$ cat config.mk
export PLATFORM = sky130hd
export DESIGN_NAME = pts_serializer
export DESIGN_NICKNAME = d
export VERILOG_FILES = /design/src/rtl/pts_serializer.sv
export SDC_FILE = /design/constraint.sdc
export NUM_CORES = 1
export LEC_CHECK = 0
export ABC_AREA = 1
export CAP_MARGIN = 10
export CORE_UTILIZATION = 50
export DETAILED_ROUTE_END_ITERATION = 12
export PLACE_DENSITY = 0.76
export REMOVE_ABC_BUFFERS = 1
export SETUP_SLACK_MARGIN = 0.5
export SLEW_MARGIN = 20
export SYNTH_ARGS = -nofsm -noshare
export SYNTH_HDL_FRONTEND = slang
export SYNTH_SLANG_ARGS = --single-unit
$ cat constraint.sdc
create_clock -name clk -period 4.16 [get_ports clk]
set_clock_uncertainty 0.1 [all_clocks]
set_input_delay 1.04 -clock clk [delete_from_list [all_inputs] [get_ports clk]]
set_output_delay 1.04 -clock clk [all_outputs]
set_load 0.05 [all_outputs]
$ cat src/rtl/pts_serializer.sv
// pts_serializer: parallel-to-serial front end for the 1101 sequence detector.
// Words arrive over a valid/ready handshake into a one-word holding register, then shift out one
// bit per shift_en cycle on serial_out. Back-to-back words stream with no idle gap.
// Optional feature: define PARITY_BIT_EN to append an even-parity bit after each word.
module pts_serializer #(
  parameter int unsigned WIDTH     = 8,
  parameter bit          MSB_FIRST = 1'b1
) (
  input  logic             clk,
  input  logic             n_rst,
  input  logic [WIDTH-1:0] load_data,
  input  logic             load_valid,
  output logic             load_ready,
  input  logic             shift_en,
  output logic             serial_out,
  output logic             serial_valid,
  output logic             busy,
  output logic             word_done
);

  localparam int unsigned CntW = $clog2(WIDTH);
  localparam logic [CntW-1:0] LastCnt = CntW'(WIDTH - 1);

  typedef enum logic [1:0] {
    StIdle,
    StShift,
    StParity
  } state_e;

  state_e            state_q, state_d;
  logic [WIDTH-1:0]  hold_q, hold_d;
  logic              hold_full_q, hold_full_d;
  logic [WIDTH-1:0]  shift_q, shift_d;
  logic [CntW-1:0]   cnt_q, cnt_d;
`ifdef PARITY_BIT_EN
  logic              par_q, par_d;
`endif

  logic accept;    // handshake completes at the coming edge
  logic last_bit;  // last data bit consumed this cycle
  logic word_end;  // final bit of the word (data or parity) consumed this cycle
  logic reload;    // held word moves into the shifter at the coming edge
  logic cur_bit;

  // Handshake and word-boundary decode shared by the FSM and datapath
  always_comb begin
    accept   = load_valid && !hold_full_q;
    cur_bit  = MSB_FIRST ? shift_q[WIDTH-1] : shift_q[0];
    last_bit = (state_q == StShift) && shift_en && (cnt_q == LastCnt);
`ifdef PARITY_BIT_EN
    word_end = (state_q == StParity) && shift_en;
`else
    word_end = last_bit;
`endif
    reload   = hold_full_q && ((state_q == StIdle) || word_end);
  end

  // State register
  always_ff @(posedge clk or negedge n_rst) begin
    if (!n_rst) begin
      state_q <= StIdle;
    end else begin
      state_q <= state_d;
    end
  end

  // Next-state logic
  always_comb begin
    state_d = state_q;
    unique case (state_q)
      StIdle: begin
        if (hold_full_q) state_d = StShift;
      end
      StShift: begin
        if (last_bit) begin
`ifdef PARITY_BIT_EN
          state_d = StParity;
`else
          state_d = hold_full_q ? StShift : StIdle;
`endif
        end
      end
`ifdef PARITY_BIT_EN
      StParity: begin
        if (shift_en) state_d = hold_full_q ? StShift : StIdle;
      end
`endif
      default: state_d = StIdle;
    endcase
  end

  // Output logic
  always_comb begin
    serial_valid = 1'b0;
    serial_out   = 1'b0;
    unique case (state_q)
      StShift: begin
        serial_valid = 1'b1;
        serial_out   = cur_bit;
      end
`ifdef PARITY_BIT_EN
      StParity: begin
        serial_valid = 1'b1;
        serial_out   = par_q;
      end
`endif
      default: begin
        serial_valid = 1'b0;
        serial_out   = 1'b0;
      end
    endcase
    word_done  = word_end;
    load_ready = !hold_full_q;
    busy       = (state_q != StIdle) || hold_full_q;
  end

  // Holding register next state; accept and reload are mutually exclusive since ready = !full
  always_comb begin
    hold_d      = hold_q;
    hold_full_d = hold_full_q;
    if (accept) begin
      hold_d      = load_data;
      hold_full_d = 1'b1;
    end else if (reload) begin
      hold_full_d = 1'b0;
    end
  end

  // Shifter and bit counter next state
  always_comb begin
    shift_d = shift_q;
    cnt_d   = cnt_q;
`ifdef PARITY_BIT_EN
    par_d   = par_q;
`endif
    if (reload) begin
      shift_d = hold_q;
      cnt_d   = '0;
`ifdef PARITY_BIT_EN
      par_d   = ^hold_q;
`endif
    end else if ((state_q == StShift) && shift_en) begin
      if (cnt_q != LastCnt) begin
        shift_d = MSB_FIRST ? {shift_q[WIDTH-2:0], 1'b0} : {1'b0, shift_q[WIDTH-1:1]};
        cnt_d   = cnt_q + CntW'(1);
      end else begin
        cnt_d = '0;
      end
    end
  end

  // Datapath registers; reset discards both the in-flight and the held word
  always_ff @(posedge clk or negedge n_rst) begin
    if (!n_rst) begin
      hold_q      <= '0;
      hold_full_q <= 1'b0;
      shift_q     <= '0;
      cnt_q       <= '0;
    end else begin
      hold_q      <= hold_d;
      hold_full_q <= hold_full_d;
      shift_q     <= shift_d;
      cnt_q       <= cnt_d;
    end
  end

`ifdef PARITY_BIT_EN
  // Parity of the word currently in the shifter
  always_ff @(posedge clk or negedge n_rst) begin
    if (!n_rst) begin
      par_q <= 1'b0;
    end else begin
      par_q <= par_d;
    end
  end
`endif

endmodule
[Word level (Yosys, flattened, before mapping)]
Cells that the tools add are included.
Cells by class
  add/subtract/negate cells: 1
  equality and inequality tests: 5
  mux-type cells: 14
  reduce and logical (&&, ||, !) cells: 14
Operator list (count)
  8-bit two-way mux: 3
  3-bit two-way mux: 3
  2-bit nonzero test: 4
  1-bit two-way mux: 5
  1-bit logical AND: 4
  2-bit two-way mux: 2
  2-bit != test, second input constant: 2
  2-bit one-hot mux with 2 select lines: 1
  2-bit AND reduction: 2
  3-bit by 1-bit adder with 3-bit output, second input constant: 1
  3-bit equality test, second input constant: 1
  3-bit != test, second input constant: 1
  2-bit by 1-bit equality test with 1-bit output, second input constant: 1
  2-bit logical NOT: 1
  1-bit logical OR: 2
  1-bit logical NOT: 1
Word-level totals
  flip-flop bits (word level): 22
  input bits: 12

[Depth between registers and ports, before layout]
Gate-level depths: netlist (run 1).
  word-level depth: 7
  gate-level depth with buffers: 8
  mapped depth without buffers: 8

[Worst setup path after synthesis (run 1)]
OpenSTA, ideal clock, no wires.
  path type: input to output
  start point: input port shift_en
  end point: output port word_done
  data arrival time: 1.741 ns
  data required time: 3.020 ns
  path slack: 1.279 ns
  cell stages on the path: 2
  path buffers: 0
  cells stage by stage: nand2_1 -> nor2_1
Between the ends
  word-level cells in the longest chain between the ends: 2
Ends and longest elaborated chain
  start: declaration: RTL line 14  | input logic shift_en,
  1-bit logical AND (2 in a row): RTL line 49  | last_bit = (state_q == StShift) && shift_en && (cnt_q == LastCnt);
  end: declaration: RTL line 18  | output logic word_done
Every way passes these cells.

[Worst setup path in the final report (run 1)]
Same ends and word-level chain as after synthesis.

==> results of run 1 <==
power breakdown:
group	switching, mW	internal, mW	leakage, nW
combinational	0.156	0.0923	0.416
clock	0.0610	0.0359	0.0177
sequential	0.0482	0.284	0.253
total	0.265	0.413	0.687
routing by layer:
metal	GRT usage, %	up-vias	share of wire [%]	wire (µm)
met3	2.31	4	2.9	52
li1	-	420	-	-
met4	10.3	0	2.5	44
met5	0	-	0	0
met2	30.7	16	49	872
met1	25.9	370	45	798
how the worst max path moves through the flow:
stage | startpoint | end | slack, ns | cells after the start
after detailed placement | shift_en | word_done | 0.51 | 4
after CTS | shift_en | word_done | 0.51 | 4
final | shift_en | word_done | 0.88 | 4
after global routing | shift_en | word_done | 0.82 | 4
after global placement | shift_en | word_done | 0.53 | 4
after floorplan | shift_en | word_done | 1.28 | 2
sequential cells by signal, summed over array words and instances (netlist names):
| name | count |
|---|---|
| cnt_q | 3 |
| shift_q | 8 |
| state_q | 1 |
| hold_q | 8 |
| hold_full_q | 1 |
area by class of cell:
type	count	area [µm²]	area share, %
Tap cell	27	33.8	2.74
Sequential cell	21	526	42.6
Clock inverter	1	5.00	0.406
Inverter	20	77.6	6.29
Clock buffer	3	22.5	1.83
Multi-Input combinational cell	82	405	32.9
Timing Repair Buffer	16	163	13.2
synthesized netlist by cell type:
cell / instances / area [µm²]
ha_1: 2 / 25.0
nor2_8: 1 / 20.0
inv_1: 17 / 63.8
a21oi_1: 7 / 35.0
inv_4: 1 / 6.26
nand2_1: 36 / 135
inv_2: 2 / 7.51
o21ai_0: 2 / 10.0
nor2_4: 1 / 11.3
nand2_2: 2 / 12.5
nor2_1: 9 / 33.8
o21ai_1: 2 / 10.0
nand3_1: 18 / 90.1
dfrtp_1: 21 / 526
buf_2: 3 / 15.0
nand2_4: 2 / 22.5
tightest hold or removal path, delay by kind of cell, from the launching register on:
family | cells | cell delay, ns
flops | 1 | 0.36
simple gates | 2 | 0.10
per-stage QoR:
stage / util [%] / std cells / instance area (µm²)
5_1_grt: 63.5 / 170 / 1230
6_report: 63.5 / 170 / 1230
3_3_place_gp: 61.9 / 166 / 1200
3_5_place_dp: 61.9 / 166 / 1200
2_1_floorplan: - / 123 / 1010
4_1_cts: 63.3 / 170 / 1230
layout by cell type, fill, tap and decap left out, drive strengths merged:
master	n
dlymetal6s2s	1
clkbuf	3
nand2	40
clkdlybuf4s50	15
dfrtp	21
nand3	18
a21oi	7
ha	2
nor2	11
o21ai	4
inv	20
clkinv	1
cells by family (layout without fill, tap and decap cells):
| family | after synthesis | in the layout | synth area share (%) |
|---|---|---|---|
| DFF | 21 | 21 | 51.3 |
| adders and majority gates | 2 | 2 | 2.44 |
| AOI/OAI and AO/OA | 11 | 11 | 5.38 |
| buffers and inverters | 23 | 40 | 9.05 |
| and+or+nand+nor | 69 | 69 | 31.8 |
==> flow_summary.ini, run 1 <==
[pwr]
p_leak_nw = 0.687
p_per_area_nw_per_um2 = 550
ir_drop_uv = 382
p_total_mw = 0.678

[critical_path]
reg2reg_from = cnt_q[0]$_DFFE_PN0P_
critical_path.cell_chain = clkdlybuf4s50_1 -> nand2_1 -> nor2_1 -> dlymetal6s2s_1
critPathArrivalTime_ns = 2.14
crit_type = input port to output pin
worst_r2r_path_depth = 8
rr_endpoint = shift_q[6]$_DFFE_PN0P_
max_stage_delay_ns = 0.50
crit_family = buffers and inverters
reg2reg_slack_ns = 2.34
cp.required_ns = 3.02
worst-path-max-fanout = 3
crit_slowest_cell = clkdlybuf4s50_1
cp-end-kind = output pin
cp_num_buf_inv = 2
setup.worst_path.start_class = input port

[clock_tree]
cts_setup_buffers = 0
tritoncts = done
cts.sinks = 21
cts-resized-gates = 0
numCtsBuffers = 3
htreeDepth = 1
cts_hold_buf = 0
root_buffer = clkbuf_4
clk_latency_ns = 0.30
clkTransAtPathRegs_ns = 0.11
cts_buffer_depth = 2

[run_status]
status = complete, but fails checks
failed_checks = DRC

[floorplan]
dieWidth_um = 47.2
design.die.area_um2 = 2230
start_util_pct = 52.7
core_area_um2 = 1940
ios = 17
die_h_um = 47.2
rows = 16

[timing]
hold_slack_ns = 0.387
hold_violations = 0
slew_violations = 0
tightestPinTransition_ns = 0.922
setup_viol = 0
rsz0062_at_grt = false
min_period_ns = 3.28
period_share_pct = 78.8
slew_headroom_pct = 38.4
worst_slack_ns = 0.883
max_freq_mhz = 305
setup_tns_ns = 0

[grt]
grt_pass1_wl_um = 3010
grt_max_degree = 22
grt_usage_pct = 19.4
grt_antenna_before_repair = 0
overflow = 0
grt_pass1_vias = 694

[layout]
num-nets-final = 158
drive_above_1_share_pct = 9.09
fillers = 189
areaGrowthSynthToFinish_pct = 20.4
antenna_cells = 0

[route]
wl_per_cell_um = 10.4
dr_total_vias = 810
drt_wl_total_um = 1770
ant_nets = 0
drc = 1
first_iter_violations = 6
dr.pass1.iters = 8
routed_via_density = 4.76

[min_path]
worstHoldStart = shift_q[4]$_DFFE_PN0P_
hold_path_end = shift_q[4]$_DFFE_PN0P_
worst_hold_path.num_cells = 2
hp-class = flip-flop to flip-flop

[placed_design]
numPortBuffers = 16
dp_hpwl_um = 1310
dp_slack_ns = 0.509
gp_congestion = 0.708

[logic_synthesis]
yosysSeqAreaShare_pct = 51.3
synth_area_per_cell_um2 = 8.12
ys_warn_count = 0
syn_inst = 126
synth.distinct_cells = 16
netlist_area_um2 = 1020
synth_seq_cells = 21

[flow_run]
cap_violations = 0
No activity file was read; power rests on OpenSTA's default activity.
==> run 2: changes to the inputs <==
==> constraint.sdc (replaced) <==
create_clock -name clk -period 3.11 [get_ports clk]
set_clock_uncertainty 0.1 [all_clocks]
set_input_delay 0.7775 -clock clk [delete_from_list [all_inputs] [get_ports clk]]
set_output_delay 0.7775 -clock clk [all_outputs]
set_load 0.05 [all_outputs]
==> flow_summary.ini, run 2 (same netlist as run 1, synthesis figures left out) <==
[flow_run]
cap_violations = 0

[critical_path]
rr_endpoint = shift_q[7]$_DFFE_PN0P_
setup.worst_path.start_class = flip-flop
crit_type = flip-flop to output pin
crit_slowest_cell = clkdlybuf4s50_1
cp-end-kind = output pin
critical_path.cell_chain = clkdlybuf4s50_1
worst_r2r_path_depth = 8
reg2reg_slack_ns = 1.27
cp.depth = 1
cp_num_buf_inv = 1
critPathArrivalTime_ns = 1.62
reg2reg_from = cnt_q[0]$_DFFE_PN0P_
cp.required_ns = 2.23
crit_family = buffers and inverters
worst-path-max-fanout = 7
max_stage_delay_ns = 0.85

[timing]
tightestPinTransition_ns = 0.505
slew_violations = 0
max_freq_mhz = 400
hold_violations = 0
period_share_pct = 80.3
setup_tns_ns = 0
slew_headroom_pct = 66.2
rsz0062_at_grt = false
hold_slack_ns = 0.392
min_period_ns = 2.50
setup_viol = 0

[min_path]
worstHoldStart = shift_q[3]$_DFFE_PN0P_
worst_hold_path.num_cells = 2
hold_path_end = shift_q[3]$_DFFE_PN0P_
hp-class = flip-flop to flip-flop

[floorplan]
ios = 17
design.die.area_um2 = 2230
dieWidth_um = 47.2
die_h_um = 47.2
core_area_um2 = 1940
rows = 16
start_util_pct = 52.7

[grt]
grt_pass1_vias = 691
grt_antenna_before_repair = 0
grt_usage_pct = 19.6
busiest_layer = met2
grtUsageMet1_pct = 26.4
grt_pass1_wl_um = 3040
grt_max_degree = 22
met2_usage_pct = 31.8
overflow = 0
met3_usage_pct = 3.46

[route]
ant_nets = 0
dr.pass1.iters = 4
wl_per_cell_um = 10.6
first_iter_violations = 24
routed_via_density = 4.74
dr_total_vias = 810
drt_wl_total_um = 1820
drc = 0

[layout]
areaGrowthSynthToFinish_pct = 22.5
fillers = 183
antenna_cells = 0
drive_above_1_share_pct = 11.8
multi_input_area_um2 = 408
final_common_cell = nand2_1
final_cell_mix = nand2_1, dfrtp_1, nand3_1
final_cells = 171
num-nets-final = 159
regArea_um2 = 527
reg_top3 = hold_q x8, shift_q x8, cnt_q x3

[pwr]
pwr-share-seq_pct = 49.3
power.internal_mw = 0.552
p_per_area_nw_per_um2 = 722
pwr-share-clk_pct = 14.2
net-switching-power_mw = 0.354
p_leak_nw = 0.702
switching_share_pct = 39.1
ir_drop_uv = 675
p_total_mw = 0.906
combPwrFrac_pct = 36.6

[clock_tree]
cts_buffer_depth = 2
tritoncts = done
cts_setup_buffers = 0
cts.sinks = 21
numCtsBuffers = 3
clkTransAtPathRegs_ns = 0.11
root_buffer = clkbuf_4
clk_latency_ns = 0.30
htreeDepth = 1

[run_status]
status = completed

[placed_design]
numPortBuffers = 16
gp_congestion = 0.702
dp_cells = 167
dp_hpwl_um = 1350
==> run 2: power groups by stage <==
stage                     sequential, mW  clock (mW)  combinational, mW
after global routing               0.462       0.145              0.384
final                              0.446       0.128              0.331
after CTS                          0.447       0.135              0.337
after floorplan                    0.438           0              0.248
after detailed placement           0.454           0              0.339
after global placement             0.447           0              0.325
==> run 2: what timing repair did <==
item / in CTS / in global routing
resized for setup: 3 / 3
setup endpoints to repair: 3 / 3
pin swaps: 0 / 1
hold buffers: 0 / 0
==> run 2: final cells by class <==
type / count / share of cell area [%]
Clock inverter: 1 / 0.399
Inverter: 20 / 6.19
Tap cell: 27 / 2.69
Sequential cell: 21 / 42.0
Multi-Input combinational cell: 82 / 32.5
Timing Repair Buffer: 17 / 14.4
Clock buffer: 3 / 1.80
==> run 2: worst max-delay path by stage <==
stage	start	to	slack (ns)
after detailed placement	shift_en	word_done	0.49
after global placement	shift_en	word_done	0.55
after global routing	state_q[0]$_DFFE_PN0P_	serial_valid	0.53
after floorplan	state_q[0]$_DFFE_PN0P_	word_done	0.75
after CTS	hold_full_q$_DFFE_PN0P_	busy	0.49
final	state_q[0]$_DFFE_PN0P_	serial_valid	0.61
==> run 2: stage by stage <==
step                util (%)  setup slack, ns  instance area (µm²)
floorplan                  -            0.748                 1010
global placement        62.8            0.552                 1220
detailed placement      62.8            0.490                 1220
CTS                     64.2            0.492                 1250
global route            64.6            0.532                 1250
finish                  64.6            0.612                 1250
==> run 2: per-layer routing <==
metal  share of wire, %  wire length [µm]
met4                1.5                27
met1                 47               850
met3                3.1                57
met2                 49               884
met5                  0                 0
==> run 3: changes to the inputs <==
--- a/config.mk
+++ b/config.mk
@@ -7,9 +7,9 @@
 export LEC_CHECK = 0
 export ABC_AREA = 1
 export CAP_MARGIN = 10
-export CORE_UTILIZATION = 50
+export CORE_UTILIZATION = 46
 export DETAILED_ROUTE_END_ITERATION = 12
-export PLACE_DENSITY = 0.76
+export PLACE_DENSITY = 0.73
 export REMOVE_ABC_BUFFERS = 1
 export SETUP_SLACK_MARGIN = 0.5
 export SLEW_MARGIN = 20
==> constraint.sdc (replaced) <==
create_clock -name clk -period 2.09 [get_ports clk]
set_clock_uncertainty 0.1 [all_clocks]
set_input_delay 0.5225 -clock clk [delete_from_list [all_inputs] [get_ports clk]]
set_output_delay 0.5225 -clock clk [all_outputs]
set_load 0.05 [all_outputs]
==> flow_summary.ini, run 3 (same netlist as run 1, synthesis figures left out) <==
[run_status]
status = completed

[timing]
hold_slack_ns = 0.397
max_freq_mhz = 508
min_period_ns = 1.97
setup_tns_ns = 0
slew_violations = 0
tightestPinTransition_ns = 0.270
period_share_pct = 94.2
rsz0062_at_grt = true
worst_slack_ns = 0.121
setup_viol = 0
slew_headroom_pct = 81.9
hold_violations = 0

[grt]
grt_pass1_vias = 887
grt_usage_pct = 21.3
overflow = 0
grt_pass1_wl_um = 3920
grt_max_degree = 22
grt_antenna_before_repair = 0

[floorplan]
die_h_um = 49.2
ios = 17
dieWidth_um = 49.2
design.die.area_um2 = 2420
start_util_pct = 50.6
core_area_um2 = 2020
rows = 16

[route]
first_iter_violations = 12
drt_wl_total_um = 2150
ant_nets = 0
dr.pass1.iters = 4
drc = 0
routed_via_density = 4.90
wl_per_cell_um = 11.7
dr_total_vias = 896

[layout]
final_cells = 183
antenna_cells = 0
multi_input_area_um2 = 465
design_area_um2 = 1430
reg_top3 = hold_q x8, shift_q x8, cnt_q x3
final_cell_mix = nand2_1, dfrtp_1, nand3_1
areaGrowthSynthToFinish_pct = 40.1
regArea_um2 = 528
final_common_cell = nand2_1
drive_above_1_share_pct = 28.2
num-nets-final = 171
fillers = 159
final_util_pct = 70.9

[placed_design]
dp_slack_ns = 0.0145
dp_hpwl_um = 1330
place_area_um2 = 1250
dp_cells = 168
numPortBuffers = 16
gp_congestion = 0.766

[critical_path]
crit_type = flip-flop to output pin
worst-path-max-fanout = 2
setup.worst_path.start_class = flip-flop
critPathArrivalTime_ns = 1.35
cp.required_ns = 1.47
crit_slowest_cell = dfrtp_1
critical_path.cell_chain = ha_2 -> ha_4 -> nand2_4 -> nor2_4 -> buf_12
cp-end-kind = output pin
max_stage_delay_ns = 0.38

[clock_tree]
clkTransAtPathRegs_ns = 0.12
clk_latency_ns = 0.31
htreeDepth = 1
cts_hold_buf = 0
cts.sinks = 21
tritoncts = done
cts_buffer_depth = 2
root_buffer = clkbuf_4
numCtsBuffers = 3

[pwr]
p_leak_nw = 0.764
ir_drop_uv = 676
p_per_area_nw_per_um2 = 1070
p_total_mw = 1.54

[flow_run]
cap_violations = 0

[min_path]
hp-class = flip-flop to flip-flop
==> run 3: cell types whose count changed in the layout (fill, tap and decap cells not counted), moves of 2 or more <==
cell	before	now
buf_12	1	4
nand2_1	36	31
nand2_4	2	4
dlymetal6s2s_1	2	0
ha_1	2	0
inv_4	1	4
nand2_2	2	5
inv_1	17	15
buf_4	1	11
buf_6	0	2
nor2_4	1	3
==> run 3: what timing repair did <==
item	in CTS	in global routing
buffers inserted	6	4
pin swaps	4	7
gates cloned	1	0
endpoints found under the setup margin	15	16
resized for setup	14	10
==> run 3: layout make-up <==
class / count / share of cell area (%)
timing repair buffer: 28 / 20.5
inverter: 20 / 5.93
clock inverter: 1 / 0.349
tap: 27 / 2.36
clock buffer: 3 / 1.57
multi-input combinational: 83 / 32.5
sequential: 21 / 36.8
==> run 3: routing by layer <==
metal  routed length, µm  vias to the layer above  track usage (%)
li1                    -                      450                -
met2                1040                       24             33.8
met4                  72                        0             9.31
met5                   0                        -                0
met1                 949                      413             28.3
met3                  86                        9             4.05
==> run 3: path summary, 6_finish.rpt <==
check	startpoint	end	slack, ns	depth (start not counted)
worst min register to register	hold_q[0]$_DFFE_PN0P_	hold_q[0]$_DFFE_PN0P_	0.40	2
worst max register to register	cnt_q[0]$_DFFE_PN0P_	shift_q[5]$_DFFE_PN0P_	0.43	10
worst min-delay path	hold_q[0]$_DFFE_PN0P_	hold_q[0]$_DFFE_PN0P_	0.40	2
min in group asynchronous	n_rst	cnt_q[0]$_DFFE_PN0P_	0.44	2
max in group asynchronous	n_rst	state_q[0]$_DFFE_PN0P_	1.20	2
worst max-delay path	cnt_q[0]$_DFFE_PN0P_	word_done	0.12	5
==> run 3: critical path, delay by kind of cell, from the launching register on <==
| family | cells | cell delay (ns) |
|---|---|---|
| buffers and inverters | 1 | 0.14 |
| adders and majority gates | 2 | 0.36 |
| and+or+nand+nor | 2 | 0.15 |
| DFF | 1 | 0.38 |
==> run 3: report_power, final <==
group	total [mW]	switching [mW]	internal [mW]
registers	0.651	0.0826	0.568
logic	0.690	0.387	0.303
clock network	0.199	0.127	0.0716
